--- src/rtl/uart_word_tx_buffer.sv ---
// Word FIFO feeding a byte-serial UART handshake; words are sent MSB byte first.
// Optional UART_WORD_TX_CHECKSUM_EN appends an XOR-of-bytes checksum byte per word.
module uart_word_tx_buffer #(
    parameter int WORD_WIDTH     = 32,
    parameter int BYTE_WIDTH     = 8,
    parameter int FIFO_ADDR_BITS = 2
) (
    input  logic                  i_clk,
    input  logic                  i_reset_n,
    input  logic [WORD_WIDTH-1:0] i_word,
    input  logic                  i_word_start,
    output logic                  o_ready,
    output logic                  o_idle,
    output logic                  o_overflow,
    output logic [BYTE_WIDTH-1:0] o_tx_data,
    output logic                  o_tx_start,
    input  logic                  i_tx_done
);

    localparam int DEPTH  = 2 ** FIFO_ADDR_BITS;
    localparam int NBYTES = WORD_WIDTH / BYTE_WIDTH;
    localparam int BCW    = (NBYTES > 1) ? $clog2(NBYTES) : 1;
    localparam logic [FIFO_ADDR_BITS:0] FULL_CNT  = DEPTH[FIFO_ADDR_BITS:0];
    localparam logic [BCW-1:0]          LAST_BYTE = BCW'(NBYTES - 1);

    typedef enum logic [2:0] {
        IDLE      = 3'd0,
        LOAD      = 3'd1,
        SEND      = 3'd2,
`ifdef UART_WORD_TX_CHECKSUM_EN
        CHKSUM    = 3'd4,
`endif
        WAIT_DONE = 3'd3
    } state_t;

    logic [WORD_WIDTH-1:0]     mem_q [DEPTH];
    logic [FIFO_ADDR_BITS-1:0] wr_ptr_q, wr_ptr_d;
    logic [FIFO_ADDR_BITS-1:0] rd_ptr_q, rd_ptr_d;
    logic [FIFO_ADDR_BITS:0]   count_q, count_d;
    logic                      overflow_q, overflow_d;

    state_t                    state_q, state_d;
    logic [WORD_WIDTH-1:0]     shift_q, shift_d;
    logic [BCW-1:0]            byte_cnt_q, byte_cnt_d;
    logic [BYTE_WIDTH-1:0]     tx_data_q, tx_data_d;
    logic                      tx_start_q, tx_start_d;

    logic                      push, pop;

    assign push = i_word_start && (count_q != FULL_CNT);
    assign pop  = (state_q == IDLE) && (count_q != '0);

    assign o_ready    = (count_q != FULL_CNT);
    assign o_idle     = (count_q == '0) && (state_q == IDLE);
    assign o_overflow = overflow_q;
    assign o_tx_data  = tx_data_q;
    assign o_tx_start = tx_start_q;

    // Storage is unreset: count/pointers alone decide which entries are valid.
    always_ff @(posedge i_clk) begin
        if (push) mem_q[wr_ptr_q] <= i_word;
    end

    always_comb begin
        wr_ptr_d   = wr_ptr_q;
        rd_ptr_d   = rd_ptr_q;
        count_d    = count_q;
        overflow_d = overflow_q;
        if (push) wr_ptr_d = wr_ptr_q + 1'b1;
        if (pop)  rd_ptr_d = rd_ptr_q + 1'b1;
        if (i_word_start && !push) overflow_d = 1'b1;
        case ({push, pop})
            2'b10:   count_d = count_q + 1'b1;
            2'b01:   count_d = count_q - 1'b1;
            default: count_d = count_q;
        endcase
    end

    always_ff @(posedge i_clk or negedge i_reset_n) begin
        if (!i_reset_n) begin
            wr_ptr_q   <= '0;
            rd_ptr_q   <= '0;
            count_q    <= '0;
            overflow_q <= 1'b0;
        end else begin
            wr_ptr_q   <= wr_ptr_d;
            rd_ptr_q   <= rd_ptr_d;
            count_q    <= count_d;
            overflow_q <= overflow_d;
        end
    end

`ifdef UART_WORD_TX_CHECKSUM_EN
    logic [BYTE_WIDTH-1:0] csum_q, csum_d;
    logic                  csum_sent_q, csum_sent_d;

    function automatic logic [BYTE_WIDTH-1:0] xor_bytes(input logic [WORD_WIDTH-1:0] w);
        logic [BYTE_WIDTH-1:0] acc;
        acc = '0;
        for (int i = 0; i < NBYTES; i++) acc = acc ^ w[i*BYTE_WIDTH +: BYTE_WIDTH];
        return acc;
    endfunction
`endif

    always_comb begin
        state_d    = state_q;
        shift_d    = shift_q;
        byte_cnt_d = byte_cnt_q;
        tx_data_d  = tx_data_q;
        tx_start_d = 1'b0;
`ifdef UART_WORD_TX_CHECKSUM_EN
        csum_d      = csum_q;
        csum_sent_d = csum_sent_q;
`endif
        case (state_q)
            IDLE: begin
                if (pop) begin
                    shift_d    = mem_q[rd_ptr_q];
                    byte_cnt_d = '0;
`ifdef UART_WORD_TX_CHECKSUM_EN
                    csum_d     = xor_bytes(mem_q[rd_ptr_q]);
`endif
                    state_d    = LOAD;
                end
            end
            // The head byte is already in shift_q, so LOAD issues it directly;
            // this puts the first start pulse two edges after the push.
            LOAD, SEND: begin
                tx_data_d  = shift_q[WORD_WIDTH-1 -: BYTE_WIDTH];
                tx_start_d = 1'b1;
                state_d    = WAIT_DONE;
            end
            WAIT_DONE: begin
                if (i_tx_done) begin
                    if (byte_cnt_q == LAST_BYTE) begin
`ifdef UART_WORD_TX_CHECKSUM_EN
                        csum_sent_d = 1'b0;
                        state_d     = CHKSUM;
`else
                        state_d     = IDLE;
`endif
                    end else begin
                        shift_d    = shift_q << BYTE_WIDTH;
                        byte_cnt_d = byte_cnt_q + 1'b1;
                        state_d    = SEND;
                    end
                end
            end
`ifdef UART_WORD_TX_CHECKSUM_EN
            CHKSUM: begin
                if (!csum_sent_q) begin
                    tx_data_d   = csum_q;
                    tx_start_d  = 1'b1;
                    csum_sent_d = 1'b1;
                end else if (i_tx_done) begin
                    csum_sent_d = 1'b0;
                    state_d     = IDLE;
                end
            end
`endif
            default: state_d = IDLE;
        endcase
    end

    always_ff @(posedge i_clk or negedge i_reset_n) begin
        if (!i_reset_n) begin
            state_q    <= IDLE;
            shift_q    <= '0;
            byte_cnt_q <= '0;
            tx_data_q  <= '0;
            tx_start_q <= 1'b0;
        end else begin
            state_q    <= state_d;
            shift_q    <= shift_d;
            byte_cnt_q <= byte_cnt_d;
            tx_data_q  <= tx_data_d;
            tx_start_q <= tx_start_d;
        end
    end

`ifdef UART_WORD_TX_CHECKSUM_EN
    always_ff @(posedge i_clk or negedge i_reset_n) begin
        if (!i_reset_n) begin
            csum_q      <= '0;
            csum_sent_q <= 1'b0;
        end else begin
            csum_q      <= csum_d;
            csum_sent_q <= csum_sent_d;
        end
    end
`endif

endmodule

--- config.mk ---
export PLATFORM = sky130hd
export DESIGN_NAME = uart_word_tx_buffer
export DESIGN_NICKNAME = d
export VERILOG_FILES = /design/src/rtl/uart_word_tx_buffer.sv
export SDC_FILE = /design/constraint.sdc
export NUM_CORES = 1
export LEC_CHECK = 0
export CORE_ASPECT_RATIO = 1.4
export CORE_MARGIN = 3
export CORE_UTILIZATION = 65
export CTS_BUF_LIST = sky130_fd_sc_hd__clkbuf_8
export DETAILED_ROUTE_END_ITERATION = 10
export PLACE_DENSITY = 0.88
export REMOVE_ABC_BUFFERS = 1
export SLEW_MARGIN = 10
export SYNTH_ARGS = -nofsm -noshare
export SYNTH_HDL_FRONTEND = slang
export SYNTH_SLANG_ARGS = --single-unit
--- constraint.sdc ---
create_clock -name i_clk -period 5.9 [get_ports i_clk]
set_input_delay 1.18 -clock i_clk [delete_from_list [all_inputs] [get_ports i_clk]]
set_output_delay 1.18 -clock i_clk [all_outputs]
set_load 0.01 [all_outputs]
### Word-level counts from Yosys, hierarchy flattened

Memory sizes are Yosys's and may differ from the RTL's.
Cells that the tools add are included.

* bits in registers: 54
* memory bits (writable): 128
* input port bits: 36
* output and inout port bits: 12
* memories: 1

* add/sub/neg operators: 5
* equal/unequal tests: 10
* mux-type cells: 16
* reductions and logical operators: 13

Memories
* mem_q: words 4, width 32, read ports 1, clocked after memory_dff 0, write ports 1, line 36 `logic [WORD_WIDTH-1:0] mem_q [DEPTH];`

Operators by type and width (count)
* two-way mux 32 bit: 3
* one-hot mux 32 bit (2 select lines): 1
* one-hot mux 3 bit (3 select lines): 1
* two-way mux 2 bit: 4
* adder 2 x 1 -> 2 bit (second input constant): 3
* == test 3 x 2 -> 1 bit (second input constant): 2
* zero test 3 bit: 2
* two-way mux 3 bit: 2
* != test 2 bit (second input constant): 3
* one-hot mux 3 bit (2 select lines): 1
* == test 2 bit (second input constant): 2
* logical AND 1 bit: 4
* one-hot mux 2 bit (2 select lines): 1
* AND reduction 4 bit: 1
* nonzero test 2 bit: 2
* adder 3 x 1 -> 3 bit (second input constant): 1
* == test 3 x 1 -> 1 bit (second input constant): 1
* two-way mux 1 bit: 3
* != test 3 bit (second input constant): 1
* nonzero test 3 bit: 1
* subtractor 3 x 1 -> 3 bit (second input constant): 1
* == test 2 x 1 -> 1 bit (second input constant): 1
* AND reduction 2 bit: 1
* OR reduction 2 bit: 1
* zero test 1 bit: 1

### Depth between registers and ports, before layout

* depth in word-level cells: 4
* mapped depth: 9
* gate-level depth less buffers: 9

### Least setup slack after synthesis

No wires, ideal clock.

* path type: input to register
* from: in i_word_start
* to: mem mem_q[0][0], enable pin
* library setup time: 0.392 ns
* data arrival time: 2.380 ns
* required time: 5.508 ns
* setup slack: 3.128 ns
* stages: 2
* buffers on the path: 0
* cells stage by stage: a21boi_1 -> and2_1

* longest elaborated chain between the ends: 3

RTL lines
* start: declaration: line 11 `input logic i_word_start,`
* logical AND 1 bit: line 50 `assign push = i_word_start && (count_q != FULL_CNT);`
* two-way mux 1 bit: line 61 `if (push) mem_q[wr_ptr_q] <= i_word;`
* two-way mux 1 bit (not written as such): line 61
* end: declaration: line 36

No other way between the ends.

### Final worst setup path

* from: reg state_q[0]
* to: out o_idle

* longest elaborated chain between the ends: 2

RTL lines
* start: declaration: line 42 `state_t state_q, state_d;`
* start signal: assignment: line 173 `state_q <= state_d;`
* zero test 3 bit: line 54 `assign o_idle = (count_q == '0) && (state_q == IDLE);`
* logical AND 1 bit: line 54
* end: declaration: line 13 `output logic o_idle,`

No other way between the ends.

==> metrics.md <==
| Metric | Value |
|---|---|
| Critical path class | `flip-flop to output pin` |
| Setup crit end kind | `output pin` |
| DRC violations left | `0` |
| Yosys warnings | `0` |
| Placed Cells | `587` |
| Input/output buffers | `47` |
| Commonest cells after routing, fill and taps aside | `edfxtp_1 (128), mux2i_1 (67), dfrtp_1 (52), clkdlybuf4s50_1 (46), mux2_1 (28)` |
| Share of layout cells above drive strength 1 | `0.1123` |
| Starting DRT DRC Count | `285` |
| Crit path max fanout | `4` |
| Die area | `12,320 um^2` |
| Root buffer cell | `clkbuf_8` |
| Number of buffers created by CTS | `17` |
| Largest net degree at the start of global routing | `67` |
| RSZ-0062 raised after global routing | `false` |
| Slew Viols, Final | `0` |
| Routed vias | `3,796` |
| H-tree depth | `4` |
| Cell area after synthesis | `7157 um^2` |
| Clock Sinks | `181` |
| Area growth syn-to-layout | `14.91%` |
| Relative slew slack | `0.2448` |
| Vias per inst | `6.132` |
| Highest clock rate | `0.2983 GHz` |
| Commonest non-fill, non-tap cell in the layout | `edfxtp_1` |
| Fillers | `585` |
| Vias in the first global route | `4,015` |
| Crit start category | `flip-flop` |
| Total track usage | `0.2235` |
| Power per cell area | `527.9 nW/um^2` |
| First-pass GRT wire length | `20,060 um` |
| Fin cells | `619` |
| Die Ht | `130.2 um` |
| Core Region | `10,570 um^2` |
| Clock transition at path regs | `0.09 ns` |
| Initial Utilization | `0.6771` |
| Hpwl dp | `7030 um` |
| Status | `complete, no violations` |
| Seq cells post-synth | `181` |
| Fin Clk Skew | `0.01452 ns` |
| Part of the cycle the worst path needs | `0.5682` |
| Leak | `3.169 nW` |
| CP required | `4.72 ns` |
| Mapped Avg Cell Area | `17.20 um^2` |
| Seq/Total Area, Yosys | `0.7224` |
| Final setup fails | `0` |
| DRT Pass-1 Iters | `5` |
| Aggregate routed wire length | `12,690 um` |
| Antenna viol nets, final | `0` |
| CTS Buffer Depth | `2` |
| Wirelength per Cell | `20.50 um` |
| Distinct cells, synth | `28` |
| Final hold vios | `0` |
| Sum Neg Setup Slack | `0 ns` |
| Ant diodes | `0` |
| Worst skew pair latency | `0.45 ns` |
| Grt total ovfl | `0` |
| Initial antenna violation count | `0` |
| I/O pin total | `48` |
| CTS tree | `done` |
| Nets@finish | `514` |
| Mapped Cells | `416` |
| Worst path arrival time | `2.17 ns` |
| CTS Hold Buffers Added | `0` |
| Peak supply drop | `0.3436 mV` |
| GP Congestion | `0.7316` |
| Final worst path period need | `3.352 ns` |
| Site Rows | `44` |
| Worst Hold Class | `flip-flop to flip-flop` |
| Max Cap Violations | `0` |
| Slew @ Worst Pin | `1.133 ns` |
| Setup bufs post-CTS | `0` |
| Post-cts gate resize count | `0` |
| Die Width | `94.69 um` |
==> layer usage <==
metal	GRT usage	wire length [um]	up-vias
met4	0.09941	321	0
met5	0	0	-
met1	0.2512	4859	1959
li1	-	-	1686
met2	0.3978	6910	121
met3	0.05767	601	30
==> worst max-delay path, stage by stage, from the launching register on <==
cell and delay, ns:
dfrtp_1 0.42, inv_1 0.09, ha_1 0.21, nor4b_4 0.38, clkdlybuf4s50_1 0.61
==> registers in the layout, indices dropped and copies added (netlist names) <==
register and flops:
state_q 2, count_q 3, rd_ptr_q 2, shift_q 32, o_tx_data 8, byte_cnt_q 2, o_tx_start 1, wr_ptr_q 2
o_overflow 1, mem_q 128
==> per-stage QoR <==
step	total power [mW]	instance area, um^2	util	hold WS, ns	setup WS, ns
after floorplan	2.963	7057	-	0.4522	2.820
after global placement	3.299	7759	0.7340	0.4492	2.566
after detailed placement	3.398	7759	0.7340	0.4685	2.520
after CTS	4.371	8224	0.7781	0.4899	2.496
after global routing	4.565	8224	0.7781	0.5053	2.421
final	4.342	8224	0.7781	0.4863	2.548
==> layout make-up <==
class	count	area [um^2]	area share
repair buffers	55	525.5	0.06390
clock inverters	14	217.7	0.02647
flip-flops and latches	181	5174	0.6291
multi-input cells	202	1846	0.2244
well taps	138	172.7	0.02100
inverters	11	41.29	0.005021
clock buffers	18	247.7	0.03012
==> power breakdown <==
| part | switching, mW | internal (mW) |
|---|---|---|
| Clock | 0.402 | 0.549 |
| Combinational | 0.699 | 0.673 |
| Sequential | 0.269 | 1.75 |
==> synthesized netlist by cell type <==
master	instances	share of area
mux2_2	14	0.022
fa_1	1	0.0028
xnor2_1	3	0.0037
o22ai_1	9	0.0079
buf_1	1	0.00052
ha_1	9	0.016
a221oi_4	1	0.0037
xor2_1	3	0.0037
nand2b_1	4	0.0035
nor2_1	2	0.0010
clkbuf_1	11	0.0058
a21oi_1	1	0.00070
nor4b_4	1	0.0033
a211o_1	1	0.0012
o221ai_1	24	0.029
dfrtp_1	53	0.19
a21boi_1	1	0.0010
inv_1	11	0.0058
mux2i_1	67	0.094
and2_1	4	0.0035
edfxtp_1	128	0.54
mux2_1	28	0.044
a31o_2	1	0.0012
buf_2	8	0.0056
o31a_1	1	0.0012
or2_2	1	0.00087
nand2_1	26	0.014
buf_4	2	0.0021
==> cells by family (layout without fill, tap and decap cells) <==
logic type,Yosys count,after routing,share of synthesized area
DFF,181,181,0.7224
muxes,109,109,0.1598
AOI/OAI and AO/OA,39,39,0.04633
and+or+nand+nor,38,38,0.02587
buffers and inverters,33,98,0.01975
adders and majority gates,10,10,0.01853
xor gates and xnor gates,6,6,0.007344
==> worst paths after layout <==
check                      slack [ns]                       end                   start  cells past startpoint
max in group asynchronous        4.55   rd_ptr_q[0]$_DFFE_PN0P_               i_reset_n                      2
max                              2.55                    o_idle  state_q[0]$_DFFE_PN0P_                      4
min                              0.49    o_overflow$_DFFE_PN0P_  o_overflow$_DFFE_PN0P_                      1
min in group asynchronous        0.84  o_tx_data[7]$_DFFE_PN0P_               i_reset_n                      2
min reg2reg                      0.49    o_overflow$_DFFE_PN0P_  o_overflow$_DFFE_PN0P_                      1
max reg2reg                      3.16   shift_q[20]$_DFFE_PN0P_  state_q[1]$_DFFE_PN0P_                      6
No activity file was read; power rests on OpenSTA's default activity.
